==> config.mk <==
export PLATFORM = sky130hd
export DESIGN_NAME = serial_add_seq_flat
export DESIGN_NICKNAME = d
export VERILOG_FILES = /design/src/rtl/serial_add_seq_pkg.sv /design/src/rtl/serial_add_seq_if.sv /design/src/rtl/serial_add_seq_add1.sv /design/src/rtl/serial_add_seq.sv /design/src/flat_wrapper.sv
export SDC_FILE = /design/constraint.sdc
export NUM_CORES = 1
export LEC_CHECK = 0
export CORE_MARGIN = 8
export CORE_UTILIZATION = 46
export DETAILED_ROUTE_END_ITERATION = 6
export PLACE_DENSITY = 0.73
export SLEW_MARGIN = 30
export SYNTH_ARGS = -nofsm -noshare
export SYNTH_HDL_FRONTEND = slang
export SYNTH_HIERARCHICAL = 1
export SYNTH_SLANG_ARGS = --single-unit
==> constraint.sdc <==
create_clock -name clk -period 1.9 [get_ports clk]
set_input_delay 0.38 -clock clk [delete_from_list [all_inputs] [get_ports clk]]
set_output_delay 0.38 -clock clk [all_outputs]
set_load 0.03 [all_outputs]
==> src/rtl/serial_add_seq_pkg.sv <==
// Shared definitions for the bit-serial adder: FSM state encoding.
// The unused code 2'd3 is not named; the FSM treats it as a request to return to idle.
package serial_add_seq_pkg;

   typedef enum logic [1:0] {
      ST_IDLE = 2'd0,
      ST_RUN  = 2'd1,
      ST_DONE = 2'd2
   } state_t;

endpackage

==> src/rtl/serial_add_seq_if.sv <==
// Operand/result bundle between the issuing controller (master) and the serial adder (slave).
// Handshake: start is a request that is accepted only at an edge where the adder is idle or done.
// a/b/ci matter only at that edge. done pulses for one cycle, and s/co stay valid until the next completion.
interface serial_add_seq_if
   import serial_add_seq_pkg::*;
#(
   parameter int WIDTH = 8
) ();

   logic             start;
   logic [WIDTH-1:0] a;
   logic [WIDTH-1:0] b;
   logic             ci;
   logic             busy;
   logic             done;
   logic [WIDTH-1:0] s;
   logic             co;
   state_t           state;

   modport master (
      output start, a, b, ci,
      input  busy, done, s, co, state
   );

   modport slave (
      input  start, a, b, ci,
      output busy, done, s, co, state
   );

endinterface

==> src/rtl/serial_add_seq_add1.sv <==
// One-bit full adder used on the bit-0 datapath of the serial adder.
module add1 (
   input  logic a,
   input  logic b,
   input  logic ci,
   output logic s,
   output logic co
);

   assign s  = a ^ b ^ ci;
   assign co = (a & b) | (ci & (a ^ b));

endmodule

==> src/rtl/serial_add_seq.sv <==
// Bit-serial adder: latches the operands on start, adds one bit pair per clock (LSB first)
// with a registered carry, and publishes {co,s} together with a one-cycle done pulse.
module serial_add_seq
   import serial_add_seq_pkg::*;
#(
   parameter int WIDTH = 8
) (
   input  logic             clk,
   input  logic             clrn,
   serial_add_seq_if.slave  bus
);

   localparam int              CW   = $clog2(WIDTH + 1);
   localparam logic [CW-1:0]   LAST = CW'(WIDTH - 1);

   state_t           state_q;
   state_t           state_d;
   logic             accept;
   logic             last_bit;

   logic [WIDTH-1:0] ra;
   logic [WIDTH-1:0] rb;
   logic [WIDTH-1:0] sum_sr;
   logic [WIDTH-1:0] sum_next;
   logic [WIDTH-1:0] s_q;
   logic             carry;
   logic             co_q;
   logic [CW-1:0]    cnt;

   logic             add_s;
   logic             add_co;

   add1 u_add1 (
      .a  (ra[0]),
      .b  (rb[0]),
      .ci (carry),
      .s  (add_s),
      .co (add_co)
   );

   // Each new sum bit enters at the MSB, so after WIDTH shifts bit 0 sits at the LSB.
   generate
      if (WIDTH == 1) begin : g_sum_w1
         assign sum_next = add_s;
      end else begin : g_sum_wn
         assign sum_next = {add_s, sum_sr[WIDTH-1:1]};
      end
   endgenerate

   assign last_bit = (cnt == LAST);

   always_comb begin
      state_d = state_q;
      accept  = 1'b0;
      case (state_q)
         ST_IDLE: begin
            if (bus.start) begin
               accept  = 1'b1;
               state_d = ST_RUN;
            end
         end
         ST_RUN: begin
            if (last_bit) begin
               state_d = ST_DONE;
            end
         end
         ST_DONE: begin
            if (bus.start) begin
               accept  = 1'b1;
               state_d = ST_RUN;
            end else begin
               state_d = ST_IDLE;
            end
         end
         default: begin
            state_d = ST_IDLE;
         end
      endcase
   end

   always_ff @(posedge clk or negedge clrn) begin
      if (!clrn) begin
         state_q <= ST_IDLE;
      end else begin
         state_q <= state_d;
      end
   end

   // s/co are only written on the last bit, so partial sums never reach the outputs.
   always_ff @(posedge clk or negedge clrn) begin
      if (!clrn) begin
         ra     <= '0;
         rb     <= '0;
         sum_sr <= '0;
         carry  <= 1'b0;
         cnt    <= '0;
         s_q    <= '0;
         co_q   <= 1'b0;
      end else if (accept) begin
         ra    <= bus.a;
         rb    <= bus.b;
         carry <= bus.ci;
         cnt   <= '0;
      end else if (state_q == ST_RUN) begin
         ra     <= ra >> 1;
         rb     <= rb >> 1;
         carry  <= add_co;
         sum_sr <= sum_next;
         cnt    <= cnt + 1'b1;
         if (last_bit) begin
            s_q  <= sum_next;
            co_q <= add_co;
         end
      end
   end

   assign bus.busy  = (state_q == ST_RUN);
   assign bus.done  = (state_q == ST_DONE);
   assign bus.s     = s_q;
   assign bus.co    = co_q;
   assign bus.state = state_q;

endmodule

==> src/flat_wrapper.sv <==
// flat-port wrapper written by rule: the top's interface ports become plain ports
module serial_add_seq_flat import serial_add_seq_pkg::*;
#(
   parameter int WIDTH = 8
)
  (clk, clrn, bus_start, bus_a, bus_b, bus_ci, bus_busy, bus_done, bus_s, bus_co, bus_state);
  serial_add_seq_if #(.WIDTH(WIDTH)) bus_i ();
  input  logic clk;
  input  logic clrn;
  input wire logic [$bits(bus_i.start)-1:0] bus_start;
  input wire logic [$bits(bus_i.a)-1:0] bus_a;
  input wire logic [$bits(bus_i.b)-1:0] bus_b;
  input wire logic [$bits(bus_i.ci)-1:0] bus_ci;
  output wire logic [$bits(bus_i.busy)-1:0] bus_busy;
  output wire logic [$bits(bus_i.done)-1:0] bus_done;
  output wire logic [$bits(bus_i.s)-1:0] bus_s;
  output wire logic [$bits(bus_i.co)-1:0] bus_co;
  output wire logic [$bits(bus_i.state)-1:0] bus_state;
  assign bus_i.start = bus_start;
  assign bus_i.a = bus_a;
  assign bus_i.b = bus_b;
  assign bus_i.ci = bus_ci;
  assign bus_busy = bus_i.busy;
  assign bus_done = bus_i.done;
  assign bus_s = bus_i.s;
  assign bus_co = bus_i.co;
  assign bus_state = bus_i.state;
  serial_add_seq #(.WIDTH(WIDTH)) u_core (.clk(clk), .clrn(clrn), .bus(bus_i));
endmodule
---- Yosys cells after proc, flatten, opt, wreduce, memory -nomap -nowiden ----
Cells that the tools add are included.
storage, ports and cells
  memories ................................ 0
  latch bits .............................. 0
  input bits .............................. 20
  word-level logic and storage cells ...... 40
  register bits ........................... 40
  memory bits (writable) .................. 0
  ROM bits ................................ 0
cells by class
  $mul .................................... 0
  reduce and logical (&&, ||, !) cells .... 6
  shift-type cells ........................ 0
  $add $sub $neg .......................... 1
  bitwise logic cells ..................... 6
  eq/ne operators ......................... 5
  $lt $le $gt $ge ......................... 0
  div/mod/pow operators ................... 0
  muxes and demuxes ....................... 14
operators by type and width
  operator                                                                  number
  8-bit 2-to-1 mux                                                          4
  4-bit 2-to-1 mux                                                          2
  2-bit case mux with 3 select lines                                        1
  1-bit 2-to-1 mux                                                          5
  4-bit by 1-bit adder with 4-bit output (second input constant)            1
  4-bit by 3-bit == test with 1-bit output (second input constant)          1
  2-bit 2-to-1 mux                                                          2
  2-bit AND reduction                                                       2
  3-bit AND reduction                                                       1
  1-bit bitwise AND                                                         2
  2-bit by 1-bit == test with 1-bit output (second input constant)          1
  2-bit == test (second input constant)                                     1
  2-bit zero test                                                           1
  2-bit by 1-bit inequality test with 1-bit output (second input constant)  1
  2-bit inequality test (second input constant)                             1
  2-bit nonzero test                                                        1
  2-bit OR reduction                                                        1
  1-bit bitwise XOR                                                         2
  1-bit inverter                                                            1
  1-bit bitwise OR                                                          1

---- Longest topological paths before layout ----
Gate-level depths: netlist of run 1.
  depth in word-level cells ............... 5
  depth in mapped cells ................... 7

---- By module ----
Netlist of run 1, hierarchy kept.
modules (own cells, without submodules)
  module          times used  sequential area each (um^2)  cells an instance  area each (um^2)
  serial_add_seq  1           975.9                        160                1617.8
  add1            1           0.0                          1                  20.0

---- Least setup slack after synthesis of run 1 ----
No wires, ideal clock.
  path kind ............................... reg2out
  start point ............................. register u_core.state_q[1], in the netlist u_core/bus.state[1]
  end point ............................... output port bus_busy
  setup slack ............................. 0.209 ns
  buffers on the path ..................... 3
  data required time ...................... 1.520 ns
  arrival ................................. 1.311 ns
  stages on the path, launching flop included .. 6
  path through ............................ dfrtp_1 > nand2b_1 > buf_6 > inv_1 > buf_2 > buf_2
on the way
  longest elaborated chain between the ends .. 1
ends and longest elaborated chain
  item                                      RTL line               RTL
  start, declared                           serial_add_seq.sv:16   state_t state_q;
  start signal, assigned                    serial_add_seq.sv:85   state_q <= state_d;
  2-bit by 1-bit == test with 1-bit output  serial_add_seq.sv:117  assign bus.busy = (state_q == ST_RUN);
  end, declared                             flat_wrapper.sv:14     output wire logic [$bits(bus_i.busy)-1:0] bus_busy;
Every way passes these cells.

---- Worst setup path in the final report of run 1 ----
  start point ............................. register u_core.state_q[1], in the netlist u_core/bus.state[1]
  end point ............................... output port bus_state[1]
RTL lines
  item           RTL line            RTL
  end, declared  flat_wrapper.sv:18  output wire logic [$bits(bus_i.state)-1:0] bus_state;
No word-level cell between the ends.

==> results of run 1 <==
## timing repair
action	4_1_cts	5_1_grt
gates resized for setup	2	1
setup endpoints to repair	2	1
gates cloned	0	0
endpoints found under the hold margin	18	0
buffers inserted	0	0
hold buffers	1	0
## sequential cells by signal (all words and copies together), names as in the netlist
| signal | flops |
|---|---|
| u_core/bus.state | 2 |
| u_core/cnt | 4 |
| u_core/bus.s | 8 |
| u_core/carry | 1 |
| u_core/sum_sr | 7 |
| u_core/bus.co | 1 |
| u_core/rb | 8 |
| u_core/ra | 8 |
## power groups by stage
stage,Clock (mW),Combinational (mW),Sequential (mW)
3_3_place_gp,0,1.60,1.47
4_1_cts,0.685,1.65,1.47
5_1_grt,0.713,1.80,1.52
6_report,0.674,1.62,1.47
3_5_place_dp,0,1.64,1.48
2_1_floorplan,0,0.902,1.64
## metal layers
metal  vias up  wire (um)
met1       634       1370
met2        34       1690
li1        608          -
met4         0         51
met3         7        162
met5         -          0
## worst reg2reg max path: cells and delay by family (launching register included)
family                   cells  cell delay [ps]
AND/OR/NAND/NOR              2              530
multiplexers                 1              400
adder cells (fa/ha/maj)      1              220
flip-flops                   1              400
## logic make-up after synthesis
kind of cell / count (synthesis)
AOI/OAI and AO/OA: 20
adders and majority gates: 2
buffers and inverters: 10
DFF: 39
muxes: 12
and+or+nand+nor: 78
## metrics by stage
stage / hold slack [ps] / total power [mW]
after floorplan: 84.4 / 2.54
after global placement: 346 / 3.07
after detailed placement: 349 / 3.12
after CTS: 494 / 3.81
after global routing: 528 / 4.04
final: 493 / 3.76
## cell usage in the layout (no fill, tap or decap), types with 2 or more instances in the layout
cell type / Yosys / final
nand2b_1: 2 / 2
clkdlybuf4s50_1: 0 / 28
a22o_1: 2 / 2
buf_4: 0 / 4
clkbuf_4: 0 / 5
nor2b_1: 2 / 2
nor2_1: 15 / 15
mux2_2: 10 / 10
nand3_1: 2 / 2
bufinv_16: 0 / 2
buf_12: 0 / 2
dfrtp_1: 39 / 39
o21ai_0: 2 / 2
nand2_1: 54 / 54
mux2i_1: 2 / 2
a31oi_1: 13 / 13
## cell usage after synthesis (all sizes together)
cell type and number:
nor2b 2, o22ai 1, inv 1, o21ai 2, nand2 54, fa 1
ha 1, clkbuf 6, nor3 2, nand3 2, nand2b 2, a31oi 13
nand4 1, mux2 10, buf 3, a21oi 1, mux2i 2, nor2 15
a22o 2, a22oi 1, dfrtp 39
## path summary, 6_finish.rpt
check	to	depth (start not counted)	from
min in group asynchronous	u_core/ra[5]	2	clrn
max reg2reg	u_core/bus.s[7]	4	u_core/cnt[0]
min	u_core/sum_sr[1]	2	u_core/sum_sr[1]
max in group asynchronous	u_core/bus.state[0]	3	clrn
max	bus_state[1]	1	u_core/bus.state[1]
min reg2reg	u_core/sum_sr[1]	2	u_core/sum_sr[1]
## cell type report
| class | instances | area [um2] |
|---|---|---|
| fill | 283 | 1250 |
| sequential | 39 | 976 |
| multi-input combinational | 112 | 614 |
| timing repair buffer | 38 | 387 |
| clock inverter | 2 | 60.1 |
| tap | 46 | 57.6 |
| clock buffer | 6 | 41.3 |
| inverter | 1 | 3.75 |
==> qor.yml, run 1 <==
yosys.area.top_type: "dfrtp_1"
synthSimpleGateAreaFrac_pct: 19.6
antenna_cells: 0
synthXorXnorAreaFrac_pct: 0
synth_top_area_share_pct: 59.6
period_share_pct: 93.8
clock_path_buffers: 2
ys_seq_area_share_pct: 59.6
peakVddDrop_uv: 856
start_kind: "flop"
fin_util_pct: 63.1
die_x_um: 75.7
worstSetupEndpointType: "primary output"
p_clk_share_pct: 17.9
drt_drc_violations_left: 0
p_comb_share_pct: 43.1
cp_max_fo: 3
cp_data_required_time_ps: 1520
fin_setup_tns_ps: 0
grt-ovfl-total: 0
fin_cells: 244
ant_nets: 0
drv_slew: 0
wire_per_inst_um: 13.4
cts.sinks: 39
nNetsFinal: 219
worst_slack_ps: 117
power.leakage_nw: 0.980
setup_viol: 0
clock_latency_ps: 340
power-per-cell-area_nw_per_um2: 1760
cts_root_buffer: "clkbuf_4"
rows: 21
top_usage_layer: "met2"
finClkSkew_ps: 6.53
use_met3_pct: 3.95
yosys-top-cells-area: "dfrtp_1 (60%), nand2_1 (12%), mux2_2 (6.9%), a31oi_1 (5.0%), nor2_1 (3.4%)"
cts_buffers: 5
hold_path.class: "flop to flop"
swShare_pct: 37.6
outcome: "finished, final reports clean"
wirelength_um: 3270
crit_path_top_delay_cell: "clkdlybuf4s50_1"
io_buffers: 32
die-area_um2: 5730
muxShareOfSynthArea_pct: 8.10
first_pass_iters: 5
h-tree-depth: 2
min_period_ps: 1780
crit_chain: "clkdlybuf4s50_1"
synth-seq-cells: 39
place_area_um2: 2030
rsz0062_at_grt: "false"
syn_to_final_growth_pct: 30.6
yosysWarnings: 6
dp.cells: 235
crit_path_max_incr_delay_ps: 680
path_clk_slew_ps: 110
io-pin-count: 33
synth_area_um2: 1640
crit_type: "flop to primary output"
synthCells: 161
worst_pin_slew_ps: 515
gp_congestion: 0.780
drtIter0Drc: 76
ys_types: 23
worst-path-buf-inv: 1
synth-compound-area-share_pct: 7.79
grt_use_met2_pct: 21.3
max_slew_margin_pct: 65.6
synth_nets: 183
intPower_mw: 2.35
synth-adder-area-share_pct: 1.99
syn_area_per_cell_um2: 10.2
antenna_found_initial: 0
seqPwrFrac_pct: 38.9
grt_first_pass_wirelength_um: 5600
fin_area_um2: 2140
synth_top_family_by_area: "simple AND/OR/NAND/NOR gates"
critPathArrivalTime_ps: 1400
dp_hpwl_um: 2350
die_y_um: 75.7
first_global_vias: 1257
use_met1_pct: 15.5
cts_tree: "built"
grt_max_degree: 33
ff2ff_setup_slack_ps: 250
finalHoldViolations: 0
cap_violations: 0
initial_core_util_pct: 48.3
num_vias: 1283
layout-drive-gt1-share_pct: 13.1
vias_per_cell: 5.26
core_um2: 3390
crit_family: "buffers and inverters"
fmax_ghz: 0.561
grt_usage_pct: 13.1
p_sw_mw: 1.42
pre_cts_ws_ps: 273
No activity file was read; power rests on OpenSTA's default activity.
==> run 2: changes to the inputs <==
- CELL_PAD_IN_SITES_DETAIL_PLACEMENT: not set -> 1
- CELL_PAD_IN_SITES_GLOBAL_PLACEMENT: not set -> 1
- CORE_MARGIN: 8 -> not set
- CORE_UTILIZATION: 46 -> 38
- PLACE_DENSITY: 0.73 -> not set
- PLACE_DENSITY_LB_ADDON: not set -> 0.1
- RECOVER_POWER: not set -> 50
==> run 2 against run 1 <==
  * Final cell count grew 1.6%
  * Worst setup slack gained 16 ps
  * Largest cell class unchanged
  * Design area shrank 0.35%
  * Global-route usage grew 4.8 points
==> qor.yml, run 2 (same netlist as run 1, synthesis figures left out) <==
r2r_end: "u_core/bus.s[2]"
clock_latency_ps: 280  # -60 ps
crit_type: "flop to primary output"
wirelength_um: 3670  # +12%
drtIter0Drc: 71  # -6.6%
finClkSkew_ps: 6.35  # -0.171 ps
fin_area_um2: 2130  # -0.35%
period_share_pct: 93.0  # -0.84 points
cts_root_buffer: "clkbuf_8"
min_period_ps: 1770  # -16.0 ps
first_pass_iters: 4  # -1
cts.sinks: 39  # unchanged
die_y_um: 67.7  # -11%
io_buffers: 32  # unchanged
nNetsFinal: 219  # unchanged
worst-path-buf-inv: 1  # unchanged
worst_slack_ps: 133  # +16.0 ps
drv_slew: 0  # unchanged
outcome: "finished, final reports clean"
hold_path.class: "input port to async pin"
start_kind: "flop"
cts_tree: "built"
rsz0062_at_grt: "false"
power.leakage_nw: 0.981  # +0.19%
worstSetupEndpointType: "primary output"
syn_to_final_growth_pct: 30.2
crit_family: "buffers and inverters"
crit_chain: "clkdlybuf4s50_1"
h-tree-depth: 2  # unchanged
whs_ps: 326  # -167 ps
die-area_um2: 4580  # -20%
finalHoldViolations: 0  # unchanged
rows: 23  # +9.5%
ant_nets: 0  # unchanged
ff2ff_setup_slack_ps: 240  # about the same
max_slew_margin_pct: 35.5  # -30 points
cp_max_fo: 5  # +2
num_vias: 1264  # -1.5%
pre_cts_ws_ps: 220  # -52.3 ps
die_x_um: 67.7  # -11%
mostFrequentLayoutCell: "nand2_1"
cp_data_required_time_ps: 1520  # about the same
reg2regPathDepth: 3  # -1
dp_hpwl_um: 2610  # +11%
power.total_mw: 3.72  # -1.2%
peakVddDrop_uv: 631  # -26%
drt_drc_violations_left: 0  # unchanged
fin_util_pct: 52.5  # -11 points
grt_max_degree: 40  # +21%
cts_buffers: 5  # unchanged
cap_violations: 0  # unchanged
fmax_ghz: 0.566  # +0.91%
cts_hold_buf: 0  # -1
layout-drive-gt1-share_pct: 12.1  # -1.0 points
clock_path_buffers: 2  # unchanged
endpoint: "bus_state[0]"
crit_cells: 1  # unchanged
wire_per_inst_um: 14.8  # +10%
fin_setup_tns_ps: 0  # unchanged
grt_first_pass_wirelength_um: 5950  # +6.2%
io-pin-count: 33  # unchanged
critPathArrivalTime_ps: 1390  # about the same
fin_cells: 248  # +1.6%
antenna_found_initial: 0  # unchanged
dp.cells: 240  # +2.1%
place_area_um2: 2050  # +1.2%
mostFrequentLayoutCells: "nand2_1 (54), dfrtp_1 (39), clkdlybuf4s50_1 (29), nor2_1 (15), a31oi_1 (13)"
power-per-cell-area_nw_per_um2: 1740  # -0.82%
path_clk_slew_ps: 70  # -40 ps
setup.worst_path.start: "u_core/bus.state[0]"
crit_path_max_incr_delay_ps: 700  # +20 ps
core_um2: 4060  # +20%
worst_pin_slew_ps: 968  # +453 ps
vias_per_cell: 5.10  # -3.1%
crit_path_top_delay_cell: "clkdlybuf4s50_1"
grt_usage_pct: 17.9  # +4.8 points
gp_congestion: 0.703  # -9.9%
first_global_vias: 1271  # +1.1%
grt-ovfl-total: 0  # unchanged
antenna_cells: 0  # unchanged
setup_viol: 0  # unchanged
initial_core_util_pct: 40.4  # -8.0 points
critical_path.reg2reg.startpoint: "u_core/bus.state[1]"
## run 2: cell count changes in the layout (fill, tap and decap cells not counted), sizes merged
cell           previous run  this run
clkbuf                    6        11
buf                       7         5
bufinv                    2         0
clkdlybuf4s50            28        29
dlygate4sd2               1         0
dlygate4sd3               1         0
## run 2: power by group
group	switching, mW	total (mW)	internal [mW]
Sequential	0.255	1.48	1.22
Combinational	0.937	1.65	0.715
Clock	0.258	0.589	0.331
Total	1.45	3.72	2.27
## run 2: layout make-up
type | count | area [um2]
multi-input combinational | 112 | 614
clock buffer | 8 | 100
timing repair buffer | 38 | 375
inverter | 1 | 3.75
sequential | 39 | 976
tap | 50 | 62.6
fill | 439 | 1930
## run 2: what timing repair did
action	in CTS	in global routing
hold endpoints to repair	0	0
setup endpoints to repair	0	1
resized for setup	0	1
setup buffers	0	0
## run 2: how the worst min path moves through the flow
| stage | from | to | slack (ps) | cells after the start |
|---|---|---|---|---|
| after floorplan | clrn | u_core/bus.co | 80 | 0 |
| after CTS | clrn | u_core/sum_sr[3] | 60 | 2 |
| after detailed placement | clrn | u_core/sum_sr[3] | 370 | 2 |
| final | clrn | u_core/sum_sr[3] | 330 | 2 |
| after global placement | clrn | u_core/sum_sr[3] | 360 | 2 |
| after global routing | clrn | u_core/sum_sr[2] | 390 | 2 |
## run 2: routing by layer
metal | wire length [um] | vias to the layer above | global-route usage [%]
met5 | 0 | - | 0
met4 | 36 | 0 | 6.38
met3 | 167 | 7 | 4.39
met2 | 1880 | 29 | 32.1
met1 | 1580 | 625 | 20.5
li1 | - | 603 | -
==> run 3: changes to the inputs <==
- ABC_CLOCK_PERIOD_IN_PS: not set -> 1800
- SLEW_MARGIN: 30 -> 20
- clock period: 1.9 -> 1.8 ns (I/O delays scaled with it)
==> run 3 against run 2 <==
  * Clock skew hardly changed
  * Critical path depth stayed put
  * Register-to-register slack worse by 110 ps
  * Worst hold slack worse by 27 ps
  * Core utilization is 0.59 points higher
  * Largest power group unchanged
==> qor.yml, run 3 (same netlist as run 1, synthesis figures left out) <==
peakVddDrop_uv: 571  # -9.4%
drtIter0Drc: 49  # -31%
cts.sinks: 39  # unchanged
clock_path_buffers: 2  # unchanged
outcome: "finished, final reports clean"
grt_first_pass_wirelength_um: 5820  # -2.1%
min_period_ps: 1680
clock_latency_ps: 290  # about the same
initial_core_util_pct: 40.4  # unchanged
h-tree-depth: 2  # unchanged
first_global_vias: 1284  # +1.0%
nNetsFinal: 218  # -0.46%
setup.worst_path.start: "u_core/bus.state[1]"
antenna_cells: 0  # unchanged
worst_pin_slew_ps: 967  # -1.18 ps
wirelength_um: 3530  # -3.6%
antenna_found_initial: 0  # unchanged
mostFrequentLayoutCell: "nand2_1"
cts_tree: "built"
reg2regPathDepth: 3  # unchanged
die_x_um: 67.7  # unchanged
hold_path.class: "input port to async pin"
start_kind: "flop"
worst_slack_ps: 117  # -16.4 ps
power.total_mw: 4.13  # +11%
grt-ovfl-total: 0  # unchanged
finalHoldViolations: 0  # unchanged
setup_viol: 0  # unchanged
gp_congestion: 0.720  # +2.5%
rows: 23  # unchanged
worst-path-buf-inv: 1  # unchanged
ant_nets: 0  # unchanged
num_vias: 1221  # -3.4%
first_pass_iters: 3  # -1
routed.top_layer: "met4"
die-area_um2: 4580  # unchanged
critical_path.reg2reg.startpoint: "u_core/bus.state[1]"
cap_violations: 0  # unchanged
max_slew_margin_pct: 35.5  # +0.078 points
dp_hpwl_um: 2440  # -6.6%
endpoint: "bus_state[1]"
dp.cells: 239  # -0.42%
syn_to_final_growth_pct: 31.6
fin_cells: 247  # -0.40%
mostFrequentLayoutCells: "nand2_1 (54), dfrtp_1 (39), clkdlybuf4s50_1 (28), nor2_1 (15), a31oi_1 (13)"
power-per-cell-area_nw_per_um2: 1910  # +9.7%
wl_met1_um: 1510  # -4.2%
final.fill_count: 449  # +2.3%
cts_buffers: 5  # unchanged
grt_usage_pct: 17.8  # -0.16 points
finClkSkew_ps: 5.87  # -0.488 ps
period_share_pct: 93.5
fin_setup_tns_ps: 0  # unchanged
cts_setup_buffers: 0  # unchanged
cp_max_fo: 3  # -2
whs_ps: 299  # -26.6 ps
grt_max_degree: 40  # unchanged
cp_data_required_time_ps: 1440  # -80 ps
layout-drive-gt1-share_pct: 12.7  # +0.57 points
critPathArrivalTime_ps: 1320  # -70 ps
die_y_um: 67.7  # unchanged
io_buffers: 32  # unchanged
power.leakage_nw: 0.980  # -0.19%
drv_slew: 0  # unchanged
r2r_end: "u_core/bus.s[7]"
crit_path_top_delay_cell: "clkdlybuf4s50_1"
wl_met2_um: 1840  # -2.2%
crit_path_max_incr_delay_ps: 670  # -30 ps
core_um2: 4060  # unchanged
crit_cells: 1  # unchanged
fmax_ghz: 0.594
crit_chain: "clkdlybuf4s50_1"
pre_cts_ws_ps: 113  # -108 ps
cts_root_buffer: "clkbuf_8"
vias_per_cell: 4.94  # -3.0%
path_clk_slew_ps: 80  # about the same
worstSetupEndpointType: "primary output"
wl_met3_um: 146  # -13%
crit_family: "buffers and inverters"
wire_per_inst_um: 14.3  # -3.2%
ff2ff_setup_slack_ps: 130  # -110 ps
crit_type: "flop to primary output"
io-pin-count: 33  # unchanged
drt_drc_violations_left: 0  # unchanged
rsz0062_at_grt: "false"
==> run 3: cell count changes in the layout (fill, tap and decap cells not counted), sizes merged <==
| cell | before | now |
|---|---|---|
| dlygate4sd2 | 0 | 2 |
| bufinv | 0 | 2 |
| clkbuf | 11 | 8 |
| dlymetal6s2s | 1 | 0 |
| clkdlybuf4s50 | 29 | 28 |
==> run 3: per-layer routing <==
metal,up-vias,global-route usage [%]
li1,599,-
met1,594,20.4
met2,24,31.4
met3,4,4.05
met4,0,7.18
met5,-,0
==> run 3: worst min path at each step <==
stage          cells past startpoint              end  slack [ps]
5_1_grt                            2  u_core/bus.s[4]         360
2_1_floorplan                      0    u_core/bus.co          60
3_3_place_gp                       2  u_core/bus.s[1]         340
6_report                           2  u_core/bus.s[1]         300
4_1_cts                            2  u_core/bus.s[1]          30
3_5_place_dp                       2  u_core/bus.s[2]         350
==> run 3: layout make-up <==
cell class	count	area (um2)	share of cell area [%]
Sequential cell	39	976	45.3
Clock inverter	2	60.1	2.79
Inverter	1	3.75	0.174
Tap cell	50	62.6	2.90
Multi-Input combinational cell	112	614	28.5
Timing Repair Buffer	37	367	17.0
Clock buffer	6	72.6	3.37
==> run 3: power breakdown <==
group / internal [mW] / total (mW) / switching [mW]
clock network: 0.554 / 0.853 / 0.299
logic: 0.751 / 1.72 / 0.973
registers: 1.29 / 1.55 / 0.260
==> run 3: what timing repair did <==
action                     CTS  global route
setup endpoints to repair    2             1
resized for setup            2             1
hold buffers                 0             0
==> run 3: metrics by stage <==
step / utilization (%) / area, um2
2_1_floorplan: - / 1640
3_3_place_gp: 50.4 / 2040
3_5_place_dp: 50.4 / 2040
4_1_cts: 53.6 / 2170
5_1_grt: 53.1 / 2160
6_report: 53.1 / 2160
==> run 3: worst reg2reg max path, cell delays in order (launching register included) <==
cell and delay, ps:
dfrtp_1 390, nand2b_1 240, nor3_4 520, mux2_2 410
